==> src/rtl/uart_dtm_ctrl.sv <==
// UART DTM frame sequencer: header/command/payload parsing, IDCODE/DTMCS/DMI access, read-back.
// Optional inter-byte timeout in CMD/RX is enabled by defining UART_DTM_TIMEOUT_EN.
module uart_dtm_ctrl #(
    parameter logic [31:0] IDCODE         = 32'h00000001,
    parameter logic [2:0]  IDLE_HINT      = 3'd1,
    parameter int unsigned TIMEOUT_CYCLES = 100000
) (
    input  logic        clk_i,
    input  logic        rst_i,
    input  logic [7:0]  rx_data_i,
    input  logic        rx_valid_i,
    output logic        rx_ready_o,
    output logic [7:0]  tx_data_o,
    output logic        tx_valid_o,
    input  logic        tx_ready_i,
    output logic [40:0] dmi_req_o,
    output logic        dmi_req_valid_o,
    input  logic        dmi_req_ready_i,
    input  logic [33:0] dmi_resp_i,
    input  logic        dmi_resp_valid_i,
    output logic        dmi_resp_ready_o,
    output logic        dmi_hardreset_o
);

    localparam logic [2:0] CMD_READ  = 3'd1;
    localparam logic [2:0] CMD_WRITE = 3'd2;
    localparam logic [2:0] CMD_RW    = 3'd3;
    localparam logic [2:0] CMD_RESET = 3'd4;
    localparam logic [4:0] ADDR_IDCODE = 5'h01;
    localparam logic [4:0] ADDR_DTMCS  = 5'h10;
    localparam logic [4:0] ADDR_DMI    = 5'h11;

    typedef enum logic [2:0] {StIdle, StCmd, StRx, StReq, StWait, StTx} state_e;

    state_e      r_state;
    logic        r_rw;
    logic [4:0]  r_addr;
    logic [40:0] r_payload;
    logic [2:0]  r_cnt;
    logic [1:0]  r_dmistat;
    logic [33:0] r_result;
    logic [39:0] r_tx_shift;
    logic [2:0]  r_tx_left;
    logic        r_rx_ready;
    logic        r_tx_valid;
    logic [40:0] r_dmi_req;
    logic        r_dmi_req_valid;
    logic        r_dmi_resp_ready;
    logic        r_hardreset;

    logic        w_rx_fire, w_tx_fire, w_req_fire, w_resp_fire;
    logic [2:0]  w_cmd;
    logic [4:0]  w_addr;
    logic [47:0] w_payload;
    logic        w_last;
    logic [1:0]  w_stat_after_rx;
    logic [4:0]  w_load_addr;
    logic [1:0]  w_load_stat;
    logic [33:0] w_load_res;
    logic [39:0] w_tx_word;
    logic [2:0]  w_tx_last;
    logic        w_timeout;
    logic        w_unused;

    assign w_rx_fire   = rx_valid_i && r_rx_ready;
    assign w_tx_fire   = r_tx_valid && tx_ready_i;
    assign w_req_fire  = r_dmi_req_valid && dmi_req_ready_i;
    assign w_resp_fire = dmi_resp_valid_i && r_dmi_resp_ready;
    assign w_cmd       = rx_data_i[7:5];
    assign w_addr      = rx_data_i[4:0];
    assign w_last      = (r_addr == ADDR_DMI) ? (r_cnt == 3'd5) : (r_cnt == 3'd3);
    assign w_stat_after_rx = (w_payload[16] || w_payload[17]) ? 2'b00 : r_dmistat;
    assign w_unused    = ^w_payload[47:41];

    function automatic logic [31:0] dtmcs_word(input logic [1:0] stat);
        return {17'b0, IDLE_HINT, stat, 6'd7, 4'd1};
    endfunction

    // Payload word as it will look once the byte currently on rx_data_i lands.
    always_comb begin
        w_payload = {7'b0, r_payload};
        w_payload[{r_cnt, 3'b000} +: 8] = rx_data_i;
    end

    // Read-back word, computed from the values that hold after this cycle's update.
    always_comb begin
        w_load_addr = (r_state == StCmd) ? w_addr : r_addr;
        w_load_stat = (r_state == StRx) ? w_stat_after_rx : r_dmistat;
        w_load_res  = (r_state == StWait) ? dmi_resp_i : r_result;
        if (w_load_addr == ADDR_IDCODE) begin
            w_tx_word = {8'h00, IDCODE};
        end else if (w_load_addr == ADDR_DTMCS) begin
            w_tx_word = {8'h00, dtmcs_word(w_load_stat)};
        end else begin
            w_tx_word = {6'b0, w_load_res};
        end
        w_tx_last = (w_load_addr == ADDR_DMI) ? 3'd4 : 3'd3;
    end

`ifdef UART_DTM_TIMEOUT_EN
    logic [31:0] r_tmo;

    always_ff @(posedge clk_i) begin
        if (rst_i || w_rx_fire || !(r_state == StCmd || r_state == StRx)) begin
            r_tmo <= '0;
        end else begin
            r_tmo <= r_tmo + 32'd1;
        end
    end

    assign w_timeout = (r_tmo >= TIMEOUT_CYCLES - 1);
`else
    logic w_unused_tmo;
    assign w_unused_tmo = (TIMEOUT_CYCLES == 0);
    assign w_timeout    = 1'b0;
`endif

    always_ff @(posedge clk_i) begin
        if (rst_i) begin
            r_state          <= StIdle;
            r_rw             <= 1'b0;
            r_addr           <= '0;
            r_payload        <= '0;
            r_cnt            <= '0;
            r_dmistat        <= '0;
            r_result         <= '0;
            r_tx_shift       <= '0;
            r_tx_left        <= '0;
            r_rx_ready       <= 1'b0;
            r_tx_valid       <= 1'b0;
            r_dmi_req        <= '0;
            r_dmi_req_valid  <= 1'b0;
            r_dmi_resp_ready <= 1'b0;
            r_hardreset      <= 1'b0;
        end else begin
            r_hardreset <= 1'b0;
            unique case (r_state)
                StIdle: begin
                    r_rx_ready <= 1'b1;
                    if (w_rx_fire && rx_data_i == 8'h01) r_state <= StCmd;
                end
                StCmd: begin
                    if (w_rx_fire) begin
                        r_rw   <= (w_cmd == CMD_RW);
                        r_addr <= w_addr;
                        r_cnt  <= '0;
                        r_state <= StIdle;
                        if (w_cmd == CMD_RESET) begin
                            r_hardreset <= 1'b1;
                            r_dmistat   <= '0;
                            r_result    <= '0;
                        end else if (w_cmd == CMD_READ && (w_addr == ADDR_IDCODE ||
                                     w_addr == ADDR_DTMCS || w_addr == ADDR_DMI)) begin
                            r_tx_shift <= w_tx_word;
                            r_tx_left  <= w_tx_last;
                            r_tx_valid <= 1'b1;
                            r_rx_ready <= 1'b0;
                            r_state    <= StTx;
                        end else if ((w_cmd == CMD_WRITE || w_cmd == CMD_RW) &&
                                     (w_addr == ADDR_DTMCS || w_addr == ADDR_DMI)) begin
                            r_state <= StRx;
                        end
                    end else if (w_timeout) begin
                        r_state <= StIdle;
                    end
                end
                StRx: begin
                    if (w_rx_fire) begin
                        r_payload <= w_payload[40:0];
                        r_cnt     <= r_cnt + 3'd1;
                        if (w_last) begin
                            if (r_addr == ADDR_DTMCS) begin
                                r_dmistat <= w_stat_after_rx;
                                if (w_payload[17]) begin
                                    r_hardreset <= 1'b1;
                                    r_result    <= '0;
                                end
                            end
                            if (r_addr == ADDR_DMI && r_dmistat == 2'b00) begin
                                r_dmi_req       <= w_payload[40:0];
                                r_dmi_req_valid <= 1'b1;
                                r_rx_ready      <= 1'b0;
                                r_state         <= StReq;
                            end else if (r_rw) begin
                                r_tx_shift <= w_tx_word;
                                r_tx_left  <= w_tx_last;
                                r_tx_valid <= 1'b1;
                                r_rx_ready <= 1'b0;
                                r_state    <= StTx;
                            end else begin
                                r_state <= StIdle;
                            end
                        end
                    end else if (w_timeout) begin
                        r_state <= StIdle;
                    end
                end
                StReq: begin
                    if (w_req_fire) begin
                        r_dmi_req_valid  <= 1'b0;
                        r_dmi_resp_ready <= 1'b1;
                        r_state          <= StWait;
                    end
                end
                StWait: begin
                    if (w_resp_fire) begin
                        r_dmi_resp_ready <= 1'b0;
                        r_result         <= dmi_resp_i;
                        // First error wins; later errors leave dmistat untouched.
                        if (dmi_resp_i[1] && r_dmistat == 2'b00) r_dmistat <= dmi_resp_i[1:0];
                        if (r_rw) begin
                            r_tx_shift <= w_tx_word;
                            r_tx_left  <= w_tx_last;
                            r_tx_valid <= 1'b1;
                            r_state    <= StTx;
                        end else begin
                            r_rx_ready <= 1'b1;
                            r_state    <= StIdle;
                        end
                    end
                end
                StTx: begin
                    if (w_tx_fire) begin
                        if (r_tx_left == 3'd0) begin
                            r_tx_valid <= 1'b0;
                            r_rx_ready <= 1'b1;
                            r_state    <= StIdle;
                        end else begin
                            r_tx_shift <= {8'h00, r_tx_shift[39:8]};
                            r_tx_left  <= r_tx_left - 3'd1;
                        end
                    end
                end
                default: r_state <= StIdle;
            endcase
        end
    end

    assign rx_ready_o       = r_rx_ready;
    assign tx_data_o        = r_tx_shift[7:0];
    assign tx_valid_o       = r_tx_valid;
    assign dmi_req_o        = r_dmi_req;
    assign dmi_req_valid_o  = r_dmi_req_valid;
    assign dmi_resp_ready_o = r_dmi_resp_ready;
    assign dmi_hardreset_o  = r_hardreset;

endmodule

==> config.mk <==
export PLATFORM = sky130hd
export DESIGN_NAME = uart_dtm_ctrl
export DESIGN_NICKNAME = d
export VERILOG_FILES = /design/src/rtl/uart_dtm_ctrl.sv
export SDC_FILE = /design/constraint.sdc
export NUM_CORES = 1
export LEC_CHECK = 0
export BUFFER_PORTS_ARGS = -buffer_cell sky130_fd_sc_hd__buf_4
export CORE_ASPECT_RATIO = 1.2
export CORE_UTILIZATION = 50
export CTS_CLUSTER_DIAMETER = 200
export DETAILED_ROUTE_END_ITERATION = 12
export GPL_ROUTABILITY_DRIVEN = 0
export MAX_ROUTING_LAYER = met4
export PLACE_DENSITY = 0.7
export SYNTH_ARGS = -nofsm -noshare
export SYNTH_HDL_FRONTEND = slang
export SYNTH_SLANG_ARGS = --single-unit
==> constraint.sdc <==
create_clock -name clk_i -period 7.35 [get_ports clk_i]
set_clock_uncertainty 0.15 [all_clocks]
set_input_delay 0.3675 -clock clk_i [delete_from_list [all_inputs] [get_ports clk_i]]
set_output_delay 0.3675 -clock clk_i [all_outputs]
set_load 0.03 [all_outputs]
Word-level counts from Yosys, hierarchy flattened
Cells that the tools add are included.
Widths: inputs -> output; s select.
{"block": "totals", "reg_bits": 178, "output_inout_bits": 54}
{"block": "classes", "n_eq_ne": 39, "add_sub_neg": 3, "n_shift": 2, "n_reduce_logical": 35, "n_mux": 102}
{"operator": "$mux 40", "n": 10}
{"operator": "$mux 34", "n": 10}
{"operator": "$pmux 40 s4", "n": 1}
{"operator": "$pmux 34 s3", "n": 1}
{"operator": "$mux 3", "n": 25}
{"operator": "$bwmux 48", "n": 1}
{"operator": "$shift 8x8->48 const A", "n": 1}
{"operator": "$shiftx 8x8->48", "n": 1}
{"operator": "$mux 1", "n": 34}
{"operator": "$eq 5x5->1 const B", "n": 6}
{"operator": "$ne 2x2->1 const B", "n": 13}
{"operator": "$reduce_and 8->1", "n": 3}
{"operator": "$mux 2", "n": 10}
{"operator": "$reduce_and 10->1", "n": 2}
{"operator": "$pmux 3 s6", "n": 1}
{"operator": "$eq 3x2->1 const B", "n": 5}
{"operator": "$eq 3x3->1 const B", "n": 4}
{"operator": "$pmux 3 s4", "n": 1}
{"operator": "$reduce_and 11->1", "n": 1}
{"operator": "$eq 5x1->1 const B", "n": 2}
{"operator": "$ne 2x1->1 const B", "n": 5}
{"operator": "$logic_and 1x1->1", "n": 9}
{"operator": "$eq 8x1->1 const B", "n": 1}
{"operator": "$neg 6->8", "n": 1}
{"operator": "21 further kinds", "n": 33}

Longest topological paths before layout
{"block": "logic_depth", "depth_word": 13, "mapped_depth": 12}

Worst setup path before layout
No wires, ideal clock.
{"block": "synth_timing", "path_type": "flip-flop to flip-flop", "startpoint": "reg r_cnt[1]", "endpoint": "reg r_payload[0]", "path_buffers": 3, "required_time_ns": 7.068, "stages_incl_launch_ff": 11, "setup_time_ns": 0.132, "arrival_ns": 2.594, "path_slack_ns": 4.474, "synth_period_minus_slack_ns": 2.876, "cell_sequence": "dfxtp_1 inv_1 ha_1 ha_1 clkbuf_1 or4b_2 buf_2 or2_2 clkbuf_1 nand2_1 a21oi_1"}
{"block": "synth_via", "elab_chain_cells": 3, "elab_cells_between_ends": 4, "cone_classes": "add/sub: 1; shift: 2; mux: 1"}
{"element": "start: declaration", "line_no": "39", "text": "logic [2:0] r_cnt;"}
{"element": "start signal: assignment", "line_no": "170", "text": "r_cnt <= r_cnt + 3'd1;"}
{"element": "$neg 6->8 *", "line_no": "82", "text": "w_payload[{r_cnt, 3'b000} +: 8] = rx_data_i;"}
{"element": "$shiftx 8x8->48 or $shift 8x8->48 (tied branches)", "line_no": "82"}
{"element": "$bwmux 48 *", "line_no": "82"}
{"element": "end signal: assignment", "line_no": "169", "text": "r_payload <= w_payload[40:0];"}
{"element": "end: declaration", "line_no": "38", "text": "logic [40:0] r_payload;"}
Every way passes the cells marked *; elsewhere a longest branch is shown, timed or not.
A chain may end at the register's enable or synchronous reset.

Final worst setup path
{"block": "layout_timing", "startpoint": "reg r_cnt[0]", "endpoint": "reg r_result[14]"}
{"block": "layout_via", "elab_chain_cells": 5, "elab_cells_between_ends": 10, "cone_classes": "add/sub: 1; eq/ne: 4; shift: 2; mux: 2; reduce/logical: 1"}
{"element": "$neg 6->8", "line_no": "82"}
{"element": "$shiftx 8x8->48 or $shift 8x8->48 (tied branches)", "line_no": "82"}
{"element": "$bwmux 48", "line_no": "82"}
{"element": "$ne 2x2->1 (no source line)"}
{"element": "$reduce_and 8->1 (no source line) *"}
{"element": "end signal: assignment", "line_no": "208", "text": "r_result <= dmi_resp_i;"}
{"element": "end: declaration", "line_no": "41", "text": "logic [33:0] r_result;"}
Marked as above.

==> results.md <==
- Comb power frac: a little over a quarter
- Largest family of logic cells by synthesized area: simple AND/OR/NAND/NOR gates
- CTS Root Cell: clkbuf_16
- Fill count: ~1.5k
- Sw Share: between 30% and 40%
- Vias in the first global route: between 6k and 7k
- Hold EP: r_result[24]
- Max-cap violations: 0
- Final min period: around 3.6 ns
- I/O Buffers: around 100
- Internal Power: about 1700 uW
- Dpl ws: around 3.8 ns
- Die area: approximately 17000 um2
- Io pins: ~100
- Top-area cell type share of the netlist area: 41.5%
- Die span in x: around 120 um
- Startpoint Class: flop
- Worst Path Arrival: 3.82 ns
- CTS Hold Bufs: 0
- Slew @ Worst Pin: around 1.1 ns
- DRT met1 WL: around 9000 um
- DRT iter0 DRCs: 517
- Clk pwr share: between 30 and 40%
- Hold depth: 3
- Achievable Freq: between 200 and 300 MHz
- Die height: roughly 140 um
- Top Layer Used: met4
- Commonest cells post-synth: 172 x dfxtp_1, 125 x nor2_1, 124 x nand2_1
- Ys flop type: dfxtp_1
- Layout area overhead: 15.0%
- Mux cell area share after synthesis: 3.03%
- Synth top area cells: dfxtp_1 42%, a21oi_1 6.9%, a211oi_2 5.9%, nor2_1 5.7%, nand2_1 5.6%
- CTS H-tree depth: 4
- Vias per cell: between 5 and 6
- Total net switching power: approximately 900 uW
- Compound-gate portion of the synthesized area: ~23%
- Largest net degree at the start of global routing: between 100 and 150
- Reg2Reg Setup Slack: ~3.7 ns
- Grt total ovfl: 0
- Peak supply drop: roughly 0.00016 V
- First-pass GRT wire length: roughly 34000 um
- CTS resizes: 0
- NumNets Final: 1098
- GR Util All Layers: 25.6%
- Post-Synth XOR/XNOR Area: less than 1%
- Post-DR wirelength/cell: 16.4 um
- Yosys warns: 0
- Row Count: about 50
- Largest area contributor in the netlist: dfxtp_1
- Setup TNS: 0 ns
- Post-Synthesis Cells: 1007
- Post-CTS Setup Bufs: 0
- Avg Synthesized Cell Area: between 8 and 9 um2
- Synth async-reset ratio: 0%
- CP Class: flop to flop
- RSZ-0062 raised after global routing: false
- Endpoints failing setup: 0
- WP data required: 7.55 ns
- Max-slew violations: 0
- Final antenna-violating net count: 0
- RR Startpoint: r_cnt[0]
- Hold_sp: dmi_resp_i[24]
- Layout cells sized above 1: 18.9%
- Initial antenna violation count: 0
- Post-DP HPWL: 13300 um
- CTS tree: done
- Met3 wire length: around 940 um
- P per Cell Area: 272 nW/um2
- EDFF count, synth: 0
- Slew HR: ~27%
- Most frequent cell after synthesis: dfxtp_1
- Antenna cells: 0
- Status: complete, no violations
- Worst r2r path cells: 10
- Crit path max fanout: 34
- Final hold vios: 0
- Cts bufs inserted: 17
- Final worst setup slack: about 3.7 ns
- Initial Util: roughly 51%
- Adder-cell area share of the yosys netlist: 1.21%
- Tcrit/Tclk final: 49.2%
- TritonRoute pass-1 iters: 7
- Seq/Total Area, Yosys: between 40% and 50%
- Worst R2R End: r_result[14]
- Leak: around 0.0034 uW
- Vias: between 7k and 8k
- DRC Markers: 0
- Sequential share of power: roughly 39%
- Overall power: 2590 uW
- Syn Std Cell Area: 8290 um2
- Met2 wire length: between 10000 and 15000 um
- Simple-gate share of the synthesized area: between 20 and 30%
- Register bit total from synthesis: approximately 170
- Worst min-delay path class: input port to flop
- Worst setup EP type: flop
- Final wirelength: between 20000 and 25000 um
- Synth cell types: 60
- CTS Buffer Depth: 2
- Core area: around 16000 um2
- Syn Nets: ~1.1k
- Clock Sinks: approximately 170
- Clock transition at the registers of the reported paths: roughly 0.07 ns
- Skew-Pair Late Insertion Delay: between 0.4 and 0.5 ns
critical path: stages, from the launching register on:
cell and delay [ns]:
dfxtp_1 0.61, inv_1 0.26, ha_1 0.26, ha_1 0.39, o311a_1 0.46, mux2i_1 0.22, o21ai_0 0.27, and3_1 0.19
buf_4 0.38, nand3_1 0.15, a21oi_1 0.19
cell usage in the layout, fill, tap and decap left out, types with 7 or more instances in the layout:
cell,instances
dfxtp_1,172
nand2_1,124
nor2_1,124
a21oi_1,115
buf_4,111
a211oi_1,53
nand3_1,51
a211oi_2,39
nor3_1,29
and3_1,28
mux2i_1,24
nand3b_1,22
clkbuf_16,17
o21ai_0,12
nand2b_1,9
a22oi_1,8
or3_1,8
ha_1,8
inv_1,7
per-layer routing:
layer | vias up | GRT usage [%]
met2 | 186 | 42.2
met4 | 0 | 11.6
li1 | 3645 | -
met5 | - | -
met1 | 3414 | 30.4
met3 | 42 | 4.43
sequential cells by signal (all words and copies together), names as in the netlist, 2 cells and up:
| register | count |
|---|---|
| dmi_req_o | 41 |
| r_payload | 41 |
| r_result | 34 |
| r_tx_shift | 34 |
| r_addr | 5 |
| r_cnt | 3 |
| r_state | 3 |
| r_tx_left | 3 |
| r_dmistat | 2 |
worst max path at each step:
stage | from | to | slack [ns]
after floorplan | r_cnt[1] | r_payload[0] | 4.47
after global placement | r_cnt[0] | r_result[7] | 3.87
after detailed placement | r_cnt[0] | r_result[14] | 3.81
after CTS | r_cnt[0] | r_result[14] | 3.78
after global routing | r_cnt[0] | r_result[14] | 3.43
final | r_cnt[0] | r_result[14] | 3.73
cells by family (layout without fill, tap and decap cells):
family	Yosys count	count (layout)
simple gates	434	434
compound gates	261	261
flops	172	172
buf+inv	103	151
mux	25	25
fa+ha+maj	8	8
xor+xnor	4	4
area by class of cell:
| type | count | area [um2] | share of cell area, % |
|---|---|---|---|
| multi-input combinational | 732 | 4370 | 45.9 |
| inverter | 7 | 26.3 | 0.276 |
| sequential | 172 | 3440 | 36.1 |
| clock inverter | 12 | 110 | 1.16 |
| timing repair buffer | 112 | 845 | 8.86 |
| tap | 212 | 265 | 2.78 |
| clock buffer | 20 | 467 | 4.90 |
power by group through the flow:
stage	sequential (uW)	combinational, uW	clock [uW]
2_1_floorplan	1020	531	0
3_3_place_gp	1040	676	0
3_5_place_dp	1040	681	0
4_1_cts	1020	687	896
5_1_grt	1020	758	936
6_report	1020	690	881
metrics by stage:
step | instances | cell area, um2 | util, % | hold WS [ns]
floorplan | 1007 | 8290 | - | 0.282
global placement | 1235 | 8950 | 55.2 | 0.289
detailed placement | 1235 | 8950 | 55.2 | 0.294
CTS | 1267 | 9530 | 58.8 | 0.0364
global route | 1267 | 9530 | 58.8 | 0.0392
finish | 1267 | 9530 | 58.8 | 0.0477
Note: power is estimated with default switching activity, not from simulation.
